File: config.mk
export PLATFORM = sky130hd
export DESIGN_NAME = spi_slave_rx
export DESIGN_NICKNAME = d
export VERILOG_FILES = /design/src/rtl/spi_pkg.sv /design/src/rtl/spi_tx_ser.sv /design/src/rtl/spi_slave_rx.sv
export SDC_FILE = /design/constraint.sdc
export NUM_CORES = 1
export LEC_CHECK = 0
export CORE_UTILIZATION = 40
export CTS_CLUSTER_SIZE = 24
export DETAILED_ROUTE_END_ITERATION = 8
export HOLD_SLACK_MARGIN = 0.03
export PLACE_DENSITY = 0.67
export SYNTH_ARGS = -nofsm -noshare
export SYNTH_HDL_FRONTEND = slang
export SYNTH_SLANG_ARGS = --single-unit
File: constraint.sdc
create_clock -name clk -period 4.6 [get_ports clk]
set_input_delay 1.38 -clock clk [delete_from_list [all_inputs] [get_ports clk]]
set_output_delay 1.38 -clock clk [all_outputs]
set_load 0.02 [all_outputs]
File: src/rtl/spi_pkg.sv
// Shared types and constants for the SPI slave receive path: FSM states,
// RAM opcodes and the opcode check for each payload state.
package spi_pkg;

    typedef enum logic [2:0] {
        IDLE,
        CHK_CMD,
        WRITE,
        READ_ADD,
        READ_DATA,
        WAIT_TX,
        SEND,
        DONE
    } state_e;

    localparam logic [1:0] OP_WR_ADDR = 2'b00;
    localparam logic [1:0] OP_WR_DATA = 2'b01;
    localparam logic [1:0] OP_RD_ADDR = 2'b10;
    localparam logic [1:0] OP_RD_DATA = 2'b11;

    localparam int FRAME_BITS = 10;

    // A frame is accepted only when its opcode agrees with the path chosen by the command bit.
    function automatic logic opcode_ok(input state_e st, input logic [1:0] op);
        case (st)
            WRITE:     return (op == OP_WR_ADDR) || (op == OP_WR_DATA);
            READ_ADD:  return op == OP_RD_ADDR;
            READ_DATA: return op == OP_RD_DATA;
            default:   return 1'b0;
        endcase
    endfunction

endpackage

File: src/rtl/spi_tx_ser.sv
// Load/shift serialiser for the MISO reply; the MSB flop drives MISO directly
// so the output is registered and reads 0 once all bits are shifted out.
module spi_tx_ser #(
    parameter int W = 8
) (
    input  logic         clk,
    input  logic         rst,
    input  logic         load_i,
    input  logic [W-1:0] data_i,
    input  logic         shift_i,
    input  logic         clear_i,
    output logic         bit_o,
    output logic         done_o
);

    localparam int CW = (W > 1) ? $clog2(W) : 1;
    localparam logic [CW-1:0] CNT_LAST = CW'(W - 1);

    logic [W-1:0]  shift_q, shift_d;
    logic [CW-1:0] cnt_q, cnt_d;

    // NOTE: every combinational output gets a default first, so no path can infer a latch.
    always_comb begin
        shift_d = shift_q;
        cnt_d   = cnt_q;
        if (clear_i) begin
            shift_d = '0;
            cnt_d   = '0;
        end else if (load_i) begin
            shift_d = data_i;
            cnt_d   = '0;
        end else if (shift_i) begin
            shift_d = {shift_q[W-2:0], 1'b0};
            cnt_d   = cnt_q + CW'(1);
        end
    end

    // NOTE: state registers use non-blocking assignments so all flops update together at the edge.
    always_ff @(posedge clk or posedge rst) begin
        if (rst) begin
            shift_q <= '0;
            cnt_q   <= '0;
        end else begin
            shift_q <= shift_d;
            cnt_q   <= cnt_d;
        end
    end

    assign bit_o  = shift_q[W-1];
    assign done_o = (cnt_q == CNT_LAST);

endmodule

File: src/rtl/spi_slave_rx.sv
// SPI slave front end of the single-port RAM: deserialises command frames into
// RAM words and serialises the RAM read reply on MISO.
module spi_slave_rx
    import spi_pkg::*;
#(
    parameter int DATA_W     = 8,
    parameter int TX_TIMEOUT = 4
) (
    input  logic              clk,
    input  logic              rst,
    input  logic              SS_n,
    input  logic              MOSI,
    input  logic [DATA_W-1:0] tx_data,
    input  logic              tx_valid,
    output logic              MISO,
    output logic [DATA_W+1:0] rx_data,
    output logic              rx_valid,
    output logic              frame_err
);

    localparam int RX_W = DATA_W + 2;
    localparam int BW   = $clog2(RX_W);
    localparam int TW   = (TX_TIMEOUT > 1) ? $clog2(TX_TIMEOUT) : 1;
    localparam logic [BW-1:0] BIT_LAST = BW'(RX_W - 1);
    localparam logic [TW-1:0] TX_LAST  = TW'(TX_TIMEOUT - 1);

    state_e          state_q, state_d;
    logic [BW-1:0]   bit_cnt_q, bit_cnt_d;
    logic [RX_W-2:0] rx_shift_q, rx_shift_d;
    logic [RX_W-1:0] rx_data_q, rx_data_d;
    logic            rx_valid_q, rx_valid_d;
    logic            frame_err_q, frame_err_d;
    logic            rd_addr_done_q, rd_addr_done_d;
    logic [TW-1:0]   tx_cnt_q, tx_cnt_d;

    logic            ser_load, ser_shift, ser_clear;
    logic            ser_bit, ser_done;
    logic [RX_W-1:0] rx_word;

    // Word as it stands once the bit currently on MOSI is included.
    assign rx_word = {rx_shift_q, MOSI};

    always_comb begin
        state_d        = state_q;
        bit_cnt_d      = bit_cnt_q;
        rx_shift_d     = rx_shift_q;
        rx_data_d      = rx_data_q;
        rx_valid_d     = 1'b0;
        frame_err_d    = 1'b0;
        rd_addr_done_d = rd_addr_done_q;
        tx_cnt_d       = tx_cnt_q;
        ser_load       = 1'b0;
        ser_shift      = 1'b0;
        ser_clear      = 1'b0;

        if (SS_n) begin
            state_d    = IDLE;
            bit_cnt_d  = '0;
            rx_shift_d = '0;
            tx_cnt_d   = '0;
            ser_clear  = 1'b1;
        end else begin
            case (state_q)
                IDLE: begin
                    state_d   = CHK_CMD;
                    bit_cnt_d = '0;
                end
                CHK_CMD: begin
                    if (!MOSI)               state_d = WRITE;
                    else if (rd_addr_done_q) state_d = READ_DATA;
                    else                     state_d = READ_ADD;
                end
                WRITE, READ_ADD, READ_DATA: begin
                    rx_shift_d = rx_word[RX_W-2:0];
                    bit_cnt_d  = bit_cnt_q + BW'(1);
                    if (bit_cnt_q == BIT_LAST) begin
                        bit_cnt_d = '0;
                        if (opcode_ok(state_q, rx_word[RX_W-1 -: 2])) begin
                            rx_data_d  = rx_word;
                            rx_valid_d = 1'b1;
                            state_d    = DONE;
                            if (state_q == READ_ADD) begin
                                rd_addr_done_d = 1'b1;
                            end else if (state_q == READ_DATA) begin
                                rd_addr_done_d = 1'b0;
                                tx_cnt_d       = '0;
                                state_d        = WAIT_TX;
                            end
                        end else begin
                            frame_err_d = 1'b1;
                            state_d     = DONE;
                        end
                    end
                end
                WAIT_TX: begin
                    if (tx_valid) begin
                        ser_load = 1'b1;
                        tx_cnt_d = '0;
                        state_d  = SEND;
                    end else if (tx_cnt_q == TX_LAST) begin
                        frame_err_d = 1'b1;
                        tx_cnt_d    = '0;
                        state_d     = DONE;
                    end else begin
                        tx_cnt_d = tx_cnt_q + TW'(1);
                    end
                end
                SEND: begin
                    ser_shift = 1'b1;
                    if (ser_done) state_d = DONE;
                end
                DONE: state_d = DONE;
                default: state_d = IDLE;
            endcase
        end
    end

    always_ff @(posedge clk or posedge rst) begin
        if (rst) begin
            state_q        <= IDLE;
            bit_cnt_q      <= '0;
            rx_shift_q     <= '0;
            rx_data_q      <= '0;
            rx_valid_q     <= 1'b0;
            frame_err_q    <= 1'b0;
            rd_addr_done_q <= 1'b0;
            tx_cnt_q       <= '0;
        end else begin
            state_q        <= state_d;
            bit_cnt_q      <= bit_cnt_d;
            rx_shift_q     <= rx_shift_d;
            rx_data_q      <= rx_data_d;
            rx_valid_q     <= rx_valid_d;
            frame_err_q    <= frame_err_d;
            rd_addr_done_q <= rd_addr_done_d;
            tx_cnt_q       <= tx_cnt_d;
        end
    end

    spi_tx_ser #(
        .W(DATA_W)
    ) u_tx_ser (
        .clk    (clk),
        .rst    (rst),
        .load_i (ser_load),
        .data_i (tx_data),
        .shift_i(ser_shift),
        .clear_i(ser_clear),
        .bit_o  (ser_bit),
        .done_o (ser_done)
    );

    assign MISO      = ser_bit;
    assign rx_data   = rx_data_q;
    assign rx_valid  = rx_valid_q;
    assign frame_err = frame_err_q;

endmodule

[Yosys cells after proc, flatten, opt, wreduce, memory -nomap -nowiden]
Cells that the tools add are included.
Operators by class
  add/sub/neg operators: 3
  equal/unequal tests: 19
  muxes and demuxes: 52
  bitwise logic cells: 1
  reduce and logical (&&, ||, !) cells: 13
Operator list (count)
  2-to-1 mux 3 bit: 11
  2-to-1 mux 8 bit: 3
  2-to-1 mux 1 bit: 20
  2-to-1 mux 2 bit: 9
  2-to-1 mux 9 bit: 2
  case mux 3 bit (6 select lines): 1
  == test 3 bit, second input constant: 5
  != test 3 bit, second input constant: 5
  AND reduction 5 bit: 2
  nonzero test 3 bit: 3
  2-to-1 mux 4 bit: 2
  case mux 4 bit (2 select lines): 1
  == test 2 bit, second input constant: 3
  == test 3 x 2 -> 1 bit, second input constant: 2
  adder 4 x 1 -> 4 bit, second input constant: 1
  == test 4 bit, second input constant: 1
  != test 4 bit, second input constant: 1
  case mux 2 bit (2 select lines): 1
  AND reduction 4 bit: 1
  nonzero test 2 bit: 2
  adder 3 x 1 -> 3 bit, second input constant: 1
  == test 3 x 1 -> 1 bit, second input constant: 1
  logical NOT 3 bit: 1
  case mux 1 bit (3 select lines): 1
  other kinds (8): 8
Word-level totals
  register bits: 42
  bits of input ports: 13
  output and inout bits: 13

[Longest topological paths before layout]
  depth in word-level cells: 10
  mapped depth: 7

[Cells and area by module]
A second synthesis with hierarchy kept.
Second synthesis, totals
  cell total of the unflattened synthesis: 187
  area, all modules: 2073.2 µm²
Modules (own cells, without submodules)
  spi_slave_rx: times used 1, cells an instance 139, area each 1517.7 µm², sequential area each 775.7 µm²
  spi_tx_ser: times used 1, cells an instance 48, area each 555.5 µm², sequential area each 275.3 µm²

[Least setup slack after synthesis]
No wires, ideal clock.
  path kind: input-to-reg
  from: input SS_n
  to: register state_q[0]
  library setup time: 0.125 ns
  data arrival time: 2.340 ns
  required time: 4.475 ns
  path slack: 2.135 ns
  cell stages on the path: 3
  cell sequence: or4_1 > nand3_1 > mux2_2
Between the ends
  word-level cells in the longest chain between the ends: 2
  elaborated cells on any way between the ends: 5
  classes of those cells: eq/ne (3); mux (1); reduce/logical (1)
RTL lines
  from (decl): line spi_slave_rx.sv:11  | input logic SS_n,
  != test 4 bit (no line) / != test 3 bit (equally long branches)
  AND reduction 3 bit (no line)
  to (signal assigned): line spi_slave_rx.sv:129  | state_q <= state_d;
  to (decl): line spi_slave_rx.sv:27  | state_e state_q, state_d;
Several ways; a longest one is shown, not always the timed one.
A chain may end at the register's enable or synchronous reset.

[Final worst setup path]
  from: input SS_n
  to: register rx_data_q[8] (netlist: rx_data[8])
Between the ends
  word-level cells in the longest chain between the ends: 2
RTL lines
  inverter 1 bit (no line)
  AND reduction 4 bit (no line)
  to (signal assigned): line spi_slave_rx.sv:132  | rx_data_q <= rx_data_d;
  to (decl): line spi_slave_rx.sv:30  | logic [RX_W-1:0] rx_data_q, rx_data_d;
No other way between the ends.

==> impl_metrics.json <==
{
  "status": "finished clean",
  "max_slew.worst_pin.slew_ns": 1.20,
  "track_usage_pct": 15.4,
  "cp_top_family": "buffers and inverters",
  "first_iter_violations": 108,
  "synthAdderAreaFrac_pct": 3.13,
  "vias": 1453,
  "h-tree-depth": 2,
  "p_leak_nw": 1.08,
  "synthFlopType": "dfrtp_1",
  "post_cts_resized": 0,
  "nets": 223,
  "synth_cell_types": 39,
  "crit_required_ns": 4.78,
  "wl_per_cell_um": 13.3,
  "peakVddDrop_v": 0.000217,
  "ys_ff_latch": 42,
  "hold_path.class": "register to register",
  "ios": 26,
  "ant_nets": 0,
  "io_buffers": 25,
  "die_w_um": 72.7,
  "syn_nets": 198,
  "cp-end-kind": "register",
  "fin_util_pct": 50.7,
  "cap_violations": 0,
  "root_buffer": "clkbuf_8",
  "final_common_cell": "dfrtp_1",
  "clockBufferDepth": 2,
  "layout_common_cells": "42 x dfrtp_1, 25 x clkdlybuf4s50_1, 17 x nand2_1, 11 x nor2_1, 11 x a22o_1",
  "grt_max_degree": 43,
  "relSlewSlack_pct": 19.7,
  "drive_above_1_share_pct": 11.2,
  "synth-xor-area-share_pct": 0.877,
  "clock_latency_ns": 0.29,
  "synth.avg_cell_area_um2": 11.1,
  "path_cells": "clkdlybuf4s50_1 > buf_4 > nor2_1 > o21ai_1 > mux2_2",
  "netlist_instances": 180,
  "start_util_pct": 42.0,
  "setup_tns_ns": 0,
  "synth_top_area_share_pct": 52.6,
  "grt_pass1_vias": 1320,
  "overflow": 0,
  "grt_first_pass_wirelength_um": 6180,
  "placed_area_mm2": 0.00230,
  "fin_crit_sh_pct": 67.0,
  "cts_buffers": 5,
  "drc": 0,
  "synth_top_family_by_area": "compound AO/OA/AOI/OAI gates",
  "yosysSeqAreaShare_pct": 52.6,
  "drt-total-wl_um": 3630,
  "path_clk_slew_ns": 0.08,
  "fin_area_mm2": 0.00241,
  "max_freq_mhz": 325,
  "report.final.slew_viol_count": 0,
  "critPathMaxStageDelay_ns": 0.64,
  "post_cts_buffers": 0,
  "synth_area_mm2": 0.00200,
  "critPathArrivalTime_ns": 3.26,
  "syn2layout_area_growth_pct": 20.5,
  "hold_buffers": 0,
  "viasPerCell": 5.32,
  "core_mm2": 0.00475,
  "hold_viol_final": 0,
  "muxShareOfSynthArea_pct": 9.02,
  "die-area_mm2": 0.00528,
  "timing.critical_path.buf_inv": 2,
  "cp_max_fo": 24,
  "antenna_found_initial": 0,
  "dr.pass1.iters": 4,
  "reg2reg_depth": 4,
  "setup_violations": 0,
  "start_kind": "input port",
  "n_antenna_cell": 0,
  "cts_tree": "yes",
  "dp.cells": 265,
  "gp_congestion": 0.800,
  "stdcell_count": 273,
  "fill_cells": 432,
  "layout_min_cycle_time_ns": 3.08,
  "setup.worst_path.class": "input port to register",
  "rsz0062_at_grt": "false",
  "synth-edff-count": 0,
  "seqCellArea_mm2": 0.00105,
  "die_h_um": 72.7,
  "synthSimpleGateAreaFrac_pct": 12.0,
  "worst_path_max_delay_cell": "o21ai_1",
  "cts_num_sinks": 42,
  "skew_ns": 0.00495,
  "path_depth": 5,
  "synth_compound_area_share_pct": 18.5,
  "placementRows": 25,
  "async_reset_ff_share_pct": 100,
  "multi_input_area_um2": 870,
  "powerDensity_mw_per_mm2": 389,
  "holdPathStages": 1,
  "ys_warn_count": 0,
  "dp_hpwl_um": 2380,
  "synth_area_leaders": "dfrtp_1 53%, mux2_4 5.3%, a22o_1 4.8%, nand2_1 3.2%, ha_1 3.1%",
  "synth_top_area_cell": "dfrtp_1"
}
[cell type report]
| cell class | count | share of cell area [%] |
|---|---|---|
| Sequential cell | 42 | 43.6 |
| Multi-Input combinational cell | 121 | 36.1 |
| Timing Repair Buffer | 27 | 11.0 |
| Tap cell | 67 | 3.48 |
| Clock buffer | 5 | 2.86 |
| Clock inverter | 3 | 1.66 |
| Inverter | 8 | 1.25 |
[worst reg2reg max path, stage by stage, from the launching register on]
cell,delay [ns]
dfrtp_1,0.61
nand2b_1,0.20
a211oi_1,0.06
o21ai_1,0.92
mux2_2,0.42
[logic make-up after synthesis]
kind of cell,Yosys count
AOI/OAI and AO/OA,53
and+or+nand+nor,47
DFF,42
buffers and inverters,17
muxes,14
adders and majority gates,5
xor gates and xnor gates,2
[synth_stat cells, types with 2 or more instances]
cell type,instances
clkbuf_1,3
o31ai_1,2
inv_1,8
mux2i_1,3
nor2b_1,4
a22oi_1,8
a211oi_1,4
dfrtp_1,42
buf_2,5
a31oi_1,2
nand2b_1,2
nor3_1,2
nand3b_1,2
and3b_1,2
ha_1,5
o22ai_1,2
a21oi_1,9
mux2_4,7
nand3_1,2
nor2_1,11
mux2_2,4
a22o_1,11
nand2_1,17
o21ai_0,8
[sequential cells by signal (all words and copies together) (netlist names)]
| signal | cells |
|---|---|
| u_tx_ser.cnt_q | 3 |
| state_q | 3 |
| tx_cnt_q | 2 |
| u_tx_ser.shift_q | 8 |
| rx_data | 10 |
| rd_addr_done_q | 1 |
| rx_valid | 1 |
| frame_err | 1 |
| bit_cnt_q | 4 |
| rx_shift_q | 9 |
[power breakdown]
part           switching, mW  total, mW  internal, mW
Combinational          0.118      0.204        0.0853
Clock                  0.120      0.279         0.160
Sequential            0.0557      0.454         0.398
Total                  0.294      0.937         0.643
[per-stage QoR]
stage	hold slack [ns]	setup slack (ns)	power, mW
2_1_floorplan	0.470	2.13	0.612
3_3_place_gp	0.489	1.20	0.661
3_5_place_dp	0.496	1.21	0.661
4_1_cts	0.513	1.49	0.945
5_1_grt	0.527	1.37	0.996
6_report	0.505	1.52	0.937
[worst paths after layout]
check / to / startpoint / slack (ns)
max in group asynchronous: rx_data[7]$_DFFE_PP0P_ / rst / 2.73
setup / recovery: rx_data[8]$_DFFE_PP0P_ / SS_n / 1.52
setup reg to reg: rx_data[8]$_DFFE_PP0P_ / state_q[2]$_DFFE_PP0P_ / 2.27
hold / removal: rx_data[7]$_DFFE_PP0P_ / rx_data[7]$_DFFE_PP0P_ / 0.51
min in group asynchronous: rx_data[1]$_DFFE_PP0P_ / rst / 1.52
hold reg to reg: rx_data[7]$_DFFE_PP0P_ / rx_data[7]$_DFFE_PP0P_ / 0.51
[routing by layer]
metal / share of wire, % / routed length (um) / GRT usage [%]
met5: 0 / 0 / 0
met4: 0.99 / 36 / 5.88
met3: 3.8 / 137 / 3.73
met2: 46 / 1670 / 24.3
met1: 49 / 1780 / 20.6
Power figures use the tool's default switching activity.
